<file path="src/rtl/fetch_queue.sv">
// Instruction-fetch stage with a DEPTH-entry prefetch queue, address-checked responses and replay.
// Optional same-cycle response forwarding into an empty queue: define FETCH_QUEUE_BYPASS_EN.
module fetch_queue #(
    parameter logic [31:0] START_ADDR = 32'h2000_0000,
    parameter int unsigned DEPTH      = 4
) (
    input  logic        CLK,
    input  logic        RST,
    input  logic        FLUSH,
    input  logic [31:0] FLUSH_PC,
    input  logic        STALL,
    input  logic        MEM_WAIT,
    output logic        INST_RDEN,
    output logic [31:0] INST_RIADDR,
    input  logic [31:0] INST_ROADDR,
    input  logic        INST_RVALID,
    input  logic [31:0] INST_RDATA,
    output logic        INST_VALID,
    output logic [31:0] INST_PC,
    output logic [31:0] INST_DATA
);

    localparam int unsigned PTR_W = $clog2(DEPTH);
    localparam int unsigned CNT_W = $clog2(DEPTH + 1);
    localparam logic [31:0] NOP   = 32'h0000_0013;

    logic [31:0]      req_pc;
    logic [31:0]      exp_pc;
    logic [PTR_W-1:0] head;
    logic [PTR_W-1:0] tail;
    logic [CNT_W-1:0] count;
    logic [31:0]      q_pc   [DEPTH];
    logic [31:0]      q_data [DEPTH];

    logic [31:0] inflight;
    logic        active;
    logic        issue;
    logic        accept;
    logic        reject;
    logic        pop_en;
    logic        pop;
    logic        bypass;
    logic        wr;

    // Request/response/pop decisions for the current cycle
    always_comb begin
        inflight = (req_pc - exp_pc) >> 2;
        active   = !RST && !FLUSH && !MEM_WAIT;
        issue    = active && ((32'(count) + inflight) < 32'(DEPTH));
        accept   = active && INST_RVALID && (INST_ROADDR == exp_pc)
                   && (count < CNT_W'(DEPTH));
        reject   = active && INST_RVALID && !accept;
        pop_en   = active && !STALL;
        pop      = pop_en && (count != '0);
`ifdef FETCH_QUEUE_BYPASS_EN
        bypass   = accept && pop_en && (count == '0);
`else
        bypass   = 1'b0;
`endif
        wr       = accept && !bypass;
    end

    assign INST_RDEN   = issue;
    assign INST_RIADDR = req_pc;

    // Fetch pointers and queue occupancy; a mismatched response rewinds req_pc
    always_ff @(posedge CLK) begin
        if (RST) begin
            req_pc <= START_ADDR;
            exp_pc <= START_ADDR;
            head   <= '0;
            tail   <= '0;
            count  <= '0;
        end else if (FLUSH) begin
            req_pc <= FLUSH_PC & 32'hFFFF_FFFC;
            exp_pc <= FLUSH_PC & 32'hFFFF_FFFC;
            head   <= '0;
            tail   <= '0;
            count  <= '0;
        end else if (!MEM_WAIT) begin
            if (reject) begin
                req_pc <= exp_pc;
            end else if (issue) begin
                req_pc <= req_pc + 32'd4;
            end
            if (accept) begin
                exp_pc <= exp_pc + 32'd4;
            end
            if (wr) begin
                tail <= tail + PTR_W'(1);
            end
            if (pop) begin
                head <= head + PTR_W'(1);
            end
            count <= count + CNT_W'(wr) - CNT_W'(pop);
        end
    end

    // Queue storage; contents are only meaningful below count
    always_ff @(posedge CLK) begin
        if (wr) begin
            q_pc[tail]   <= exp_pc;
            q_data[tail] <= INST_RDATA;
        end
    end

    // Head entry (or forwarded response) to decode; NOP when empty
    always_comb begin
        INST_VALID = 1'b0;
        INST_PC    = '0;
        INST_DATA  = NOP;
        if (bypass) begin
            INST_VALID = 1'b1;
            INST_PC    = INST_ROADDR;
            INST_DATA  = INST_RDATA;
        end else if (count != '0) begin
            INST_VALID = 1'b1;
            INST_PC    = q_pc[head];
            INST_DATA  = q_data[head];
        end
    end

endmodule

</file>
<file path="config.mk">
export PLATFORM = sky130hd
export DESIGN_NAME = fetch_queue
export DESIGN_NICKNAME = d
export VERILOG_FILES = /design/src/rtl/fetch_queue.sv
export SDC_FILE = /design/constraint.sdc
export NUM_CORES = 1
export LEC_CHECK = 0
export ABC_AREA = 1
export BUFFER_PORTS_ARGS = -buffer_cell sky130_fd_sc_hd__buf_2
export CAP_MARGIN = 30
export CORE_ASPECT_RATIO = 1.25
export CORE_UTILIZATION = 45
export CTS_BUF_LIST = sky130_fd_sc_hd__clkbuf_8 sky130_fd_sc_hd__clkbuf_16
export CTS_CLUSTER_SIZE = 24
export DETAILED_ROUTE_END_ITERATION = 12
export PLACE_DENSITY = 0.66
export SLEW_MARGIN = 40
export SYNTH_ARGS = -nofsm -noshare
export SYNTH_HDL_FRONTEND = slang
export SYNTH_SLANG_ARGS = --single-unit
export TNS_END_PERCENT = 5
</file>
<file path="constraint.sdc">
create_clock -name CLK -period 5 [get_ports CLK]
set_input_delay 0.5 -clock CLK [delete_from_list [all_inputs] [get_ports CLK]]
set_output_delay 0.5 -clock CLK [all_outputs]
set_load 0.03 [all_outputs]
</file>
==> results of run 1 <==
## synthesized netlist by cell type (all sizes together) (2+ instances only)
cell type,count,share of area [%]
and2,2,0.068
o311ai,3,0.14
clkbuf,66,1.3
a21oi,117,3.2
o21bai,2,0.14
ha,39,2.7
dfxtp,71,7.7
nor2,454,10
nand3b,5,0.20
o21ai,172,4.7
nand3,134,3.9
edfxtp,248,40
a32oi,4,0.19
nor3,34,1.0
or2,2,0.068
clkinv,5,0.10
nor4,11,0.37
o22ai,2,0.068
inv,257,5.2
fa,2,0.22
o211ai,15,0.61
xor2,43,2.0
nor4b,3,0.14
nor3b,2,0.11
nand2,509,11
a211oi,6,0.24
a31oi,23,0.78
nand4,47,1.7
buf,15,0.53
xnor2,17,0.81
a221oi,3,0.14
o21a,4,0.16
## state kept, by name, summed over array words and instances, names as in the netlist, named ones only
name and flops:
INST_RIADDR 32, count 3, exp_pc 30, head 2, q_data 128, q_pc 120, tail 2
## final timing paths
path	endpoint	cells after the start	startpoint	slack [ps]
setup / recovery	INST_RDEN	20	INST_RIADDR[2]	260
hold / removal	q_data[1][13]	1	INST_RDATA[13]	160
hold reg to reg	INST_RIADDR[0]	2	INST_RIADDR[0]	440
setup reg to reg	INST_RIADDR[6]	22	exp_pc[22]	600
## through the flow
step / TNS, ps / std cells / utilization, %
after floorplan: -11740 / 2323 / -
after global placement: 0 / 3026 / 50.13
after detailed placement: 0 / 3026 / 50.13
after CTS: 0 / 3079 / 52.57
after global routing: -41.80 / 3081 / 52.75
final: 0 / 3083 / 52.76
## power by group
group,internal (mW),switching [mW]
sequential,2.89,0.0604
clock,1.31,0.961
combinational,0.424,1.01
## cells by family after synthesis
family | Yosys count | synth area share, %
xor+xnor | 60 | 2.856
compound gates | 353 | 10.46
fa+ha+maj | 41 | 2.869
flops | 319 | 48.19
buf+inv | 343 | 7.221
other cells | 1 | 0.02038
simple gates | 1205 | 28.39
## layer usage
| metal | track usage (%) | vias up |
|---|---|---|
| met2 | 48.23 | 439 |
| li1 | - | 8091 |
| met5 | 0 | - |
| met1 | 28.40 | 7559 |
| met3 | 4.390 | 138 |
| met4 | 12.34 | 12 |
## area by class of cell
cell class,count,area [µm²]
Clock inverter,22,210.2
Multi-Input combinational cell,1661,8299
Clock buffer,31,764.5
Sequential cell,319,8880
Timing Repair Buffer,240,1391
Inverter,262,985.9
Antenna cell,2,5.005
Tap cell,546,683.2
Fill cell,3889,19000
## critical path: cells and delay by family (launching register included)
family | cells | cell delay [ps]
adder cells (fa/ha/maj) | 3 | 960
buffers and inverters | 2 | 230
AND/OR/NAND/NOR | 14 | 1970
flip-flops | 1 | 380
XOR/XNOR | 1 | 150
## what timing repair did
action,CTS,global route
pin swaps,0,3
hold buffers,0,0
endpoints found under the setup margin,1,1
resized for setup,2,17
buffers inserted,0,2
==> impl_metrics.toml, run 1 <==
[synthesis]
synth.distinct_cells = 53
yosys_warnings = 0
avgSynthCellArea_um2 = 7.925
ys_ff_latch = 319
syn_area_mm2 = 0.01840
synthCells = 2322
seq_area_frac_synth_pct = 48.19
synth-edff-count = 248
ys_dominant_reg_cell = "edfxtp_1"
async_flop_share_pct = 0

[grt]
grt_pass1_vias = 15970
grt_use_total_pct = 25.99
grt_pass1_wl_um = 84400
overflow = 0
antenna_found_initial = 7
grt_max_degree = 71

[drt]
met1_length_um = 21080
antenna_left = 0
wire_per_inst_um = 17.92
drtIter0Drc = 1025
vias = 16240
routed_wl_um = 55260
vias_per_cell = 5.267
drc = 0
top_layer = "met5"
first_pass_iters = 5
wl_met3_um = 3149
dr_wl_met2_um = 28410

[clock_network]
worstSkewPairLatency_ps = 550
cts_buffer_depth = 3
htree_levels = 1
clk_pin_slew_worst_paths_ps = 60
cts-root-buf = "clkbuf_16"
cts.sinks = 319
cts_tree = "done"
numCtsBuffers = 29

[power]
p_leak_nw = 9.193
ir_worst_vdd_uv = 231.2
power.density_mw_per_mm2 = 313.3
power_mw = 6.649

[die]
dieArea_mm2 = 0.04171
die_x_um = 182.9
start_util_pct = 45.76
rows = 82
ioPinCount = 200
die_h_um = 228.1
core_mm2 = 0.04022

[setup_path]
cp-end-kind = "output port"
cp-start-kind = "flip-flop"
arrival_ps = 4240
critPathMaxStageDelay_ps = 410
crit_chain = "inv_1 -> ha_1 -> fa_1 -> xnor2_1 -> ha_1 -> nand4_1 -> nand2_2 -> nand3_1 -> nor2_2 -> nand4_1 -> nor2_4 -> nand3_1 -> nand2_1 -> nand2_1 -> nor2_1 -> nand2_1 -> nor3_2 -> nand4_1 -> nor2_1 -> buf_4"
cp_max_fo = 6
required_ps = 4500
critPathSlowestCell = "fa_1"
crit_type = "flip-flop to output port"

[layout]
final_cell_mix = "nand2_1, nor2_1, edfxtp_1"
final_area_mm2 = 0.02122
fin_nets = 2656
final_layout_size_suffix_gt1_share_pct = 15.86
final_common_cell = "nand2_1"
syn_to_final_growth_pct = 15.30

[timing]
finalHoldViolCount = 0
slew_headroom_pct = 43.92
hold_slack_ps = 163.5
skew_ps = 10.14
worst_slew_pin_slew_ps = 841.1
setup_slack_ps = 265.0
max_freq_mhz = 211.2
period_needed_ps = 4735
slew_viol_final = 0
finalCritPeriodShare_pct = 94.70
setup_viol = 0

[hold_path]
hold_path_class = "input port to flip-flop"

[place]
place.gp.congestion = 0.9595
io_buffer_count = 195
dpl.hpwl_um = 40570
dp_slack_ps = 488.0
dpl_cell_area_mm2 = 0.02016

[flow_run]
maxCapViolCount = 0

[outcome]
status = "finished, final reports clean"
Note: power is estimated with default switching activity, not from simulation.
==> run 2: changes to the inputs <==
--- a/config.mk
+++ b/config.mk
@@ -5,7 +5,7 @@
 export SDC_FILE = /design/constraint.sdc
 export NUM_CORES = 1
 export LEC_CHECK = 0
-export ABC_AREA = 1
+export ABC_AREA = 0
 export BUFFER_PORTS_ARGS = -buffer_cell sky130_fd_sc_hd__buf_2
 export CAP_MARGIN = 30
 export CORE_ASPECT_RATIO = 1.25
@@ -13,7 +13,7 @@
 export CTS_BUF_LIST = sky130_fd_sc_hd__clkbuf_8 sky130_fd_sc_hd__clkbuf_16
 export CTS_CLUSTER_SIZE = 24
 export DETAILED_ROUTE_END_ITERATION = 12
-export PLACE_DENSITY = 0.66
+export PLACE_DENSITY = 0.67
 export SLEW_MARGIN = 40
 export SYNTH_ARGS = -nofsm -noshare
 export SYNTH_HDL_FRONTEND = slang
==> impl_metrics.toml, run 2 <==
[outcome]
status = "finished, final reports clean"

[clock_network]
clk_pin_slew_worst_paths_ps = 70
cts_buffer_depth = 3
cts.sinks = 319
cts_tree = "done"
worstSkewPairLatency_ps = 540
cts-root-buf = "clkbuf_16"
ctsHoldBuffers = 0
htree_levels = 1
numCtsBuffers = 28

[place]
io_buffer_count = 195
dpl.hpwl_um = 30780
place.gp.congestion = 0.8787
dpl_cell_area_mm2 = 0.01805

[hold_path]
hold_path_class = "input port to flip-flop"

[layout]
regMostFlops = "q_data"
largest_register_ffs = 128
fin_nets = 1719
final_cell_mix = "edfxtp_1, buf_2, nor2_1"
final_area_mm2 = 0.01910
fillers = 3083
syn_to_final_growth_pct = 16.89
final_layout_size_suffix_gt1_share_pct = 25.53
multi_input_area_mm2 = 0.007104
regArea_mm2 = 0.008880
final_common_cell = "edfxtp_1"

[synthesis]
yosys.area.top_type = "edfxtp_1"
ys_dominant_reg_cell = "edfxtp_1"
async_flop_share_pct = 0
synth.top_cell.area_share_pct = 45.57
seq_area_frac_synth_pct = 54.27
syn_area_mm2 = 0.01634
synthCells = 1368
synth.distinct_cells = 76
ys_ff_latch = 319
synth-edff-count = 248
yosys_warnings = 0
synth_area_leaders = "edfxtp_1, dfxtp_1, mux4_2"
avgSynthCellArea_um2 = 11.95
synthTopCellsByCount = "edfxtp_1, nor2_1, a21oi_1"
synth.most_common_cell = "edfxtp_1"

[setup_path]
crit_type = "flip-flop to output port"
cp-end-kind = "output port"
required_ps = 4500
cp-start-kind = "flip-flop"
cp_max_fo = 6
arrival_ps = 4300

[drt]
vias = 11690
wire_per_inst_um = 20.47
first_pass_iters = 5
antenna_left = 0
drc = 0
drtIter0Drc = 872
vias_per_cell = 5.641
routed_wl_um = 42430

[flow_run]
maxCapViolCount = 0

[grt]
grt-busiest-layer = "met2"
overflow = 0
grt_max_degree = 70
grt_use_total_pct = 22.76
gr-usage-met2_pct = 40.11
antenna_found_initial = 1
use_met3_pct = 3.112
grt_pass1_wl_um = 64310
grt_use_met1_pct = 27.67
grt_pass1_vias = 11520

[timing]
finalCritPeriodShare_pct = 96.02
setup_viol = 0
skew_ps = 13.24
worst_slew_pin_slew_ps = 837.4
slew_headroom_pct = 44.17
finalHoldViolCount = 0
period_needed_ps = 4801
max_freq_mhz = 208.3
slew_viol_final = 0

[die]
core_mm2 = 0.03555
dieArea_mm2 = 0.03709
die_h_um = 215.1
die_x_um = 172.4
start_util_pct = 45.97
ioPinCount = 200
rows = 77

[power]
switching_share_pct = 26.22
p_sw_mw = 1.556
p_leak_nw = 6.989
power_mw = 5.935
pwr-share-comb_pct = 16.2
intPower_mw = 4.379
clock_power_share_pct = 34.4
power.density_mw_per_mm2 = 310.7
ir_worst_vdd_uv = 226.9
p_seq_share_pct = 49.4
==> run 2: cell types whose count changed in the layout (fill, tap and decap cells not counted), sizes merged, moves of 16 or more <==
cell,delta
nand4,-27
nand3,-96
xnor2,+27
a31oi,-21
a211oi,+52
and2,+68
nor3,+22
o21ai,-147
mux4,+62
inv,-201
nand2,-426
nor2,-339
xor2,+16
a21oi,-27
==> run 2: area by class of cell <==
class / instances / share of cell area [%]
clock buffers: 32 / 4.015
well taps: 474 / 3.105
diodes: 1 / 0.01310
clock inverters: 20 / 0.5568
flip-flops and latches: 319 / 46.49
multi-input cells: 926 / 37.19
inverters: 50 / 0.9825
repair buffers: 251 / 7.650
==> run 2: worst paths after layout <==
path,slack [ps],endpoint,cells past startpoint,startpoint
worst max-delay path,200,INST_RDEN,16,INST_RIADDR[2]
worst max register to register,660,INST_RIADDR[30],19,INST_RIADDR[2]
worst min register to register,500,INST_RIADDR[1],1,INST_RIADDR[1]
worst min-delay path,170,q_data[0][31],1,INST_RDATA[31]
==> run 2: kinds of logic after synthesis <==
| kind of cell | synth area share [%] |
|---|---|
| buffers and inverters | 3.055 |
| DFF | 54.27 |
| other | 0.02295 |
| muxes | 9.157 |
| xor gates and xnor gates | 5.520 |
| AOI/OAI and AO/OA | 10.77 |
| adders and majority gates | 3.231 |
| and+or+nand+nor | 13.97 |
==> run 2: per-stage QoR <==
step                      setup slack [ps]  utilization (%)  TNS, ps  hold WS, ps  std cells
after global routing                -1.443            53.73   -1.443        160.8       2072
after floorplan                      597.0                -        0        458.3       1369
after detailed placement             369.7            50.78        0        482.6       2014
after global placement               448.9            50.73        0        462.6       2013
final                                198.8            53.73        0        172.4       2073
after CTS                            24.01            53.30        0        152.1       2066
==> run 2: repair_timing <==
item,CTS,global route
setup endpoints to repair,1,1
pin swaps,1,9
buffers inserted,0,6
resized for setup,4,27
==> run 2: metal layers <==
| metal | wire, µm | up-vias |
|---|---|---|
| met2 | 21520 | 347 |
| met5 | 0 | - |
| met4 | 1599 | 0 |
| met3 | 2315 | 84 |
| li1 | - | 5561 |
| met1 | 16990 | 5702 |
==> run 2: power groups by stage <==
stage	sequential (mW)	clock (mW)	combinational (mW)
after floorplan	3.02	0	0.585
after global placement	2.99	0	0.892
after detailed placement	2.99	0	0.905
after CTS	2.93	2.07	0.912
after global routing	2.94	2.18	1.05
final	2.93	2.04	0.963
==> run 2: critical path, cell delays in order, from the launching register on <==
cell	delay (ps)
dfxtp_2	370
inv_1	50
ha_1	220
fa_2	360
nand2b_4	170
a211oi_4	350
buf_4	180
nor2_2	50
xor2_1	170
nor4_2	240
buf_4	170
nand3_1	70
or4_4	480
a2111oi_4	410
o2111ai_4	170
inv_2	130
buf_4	170
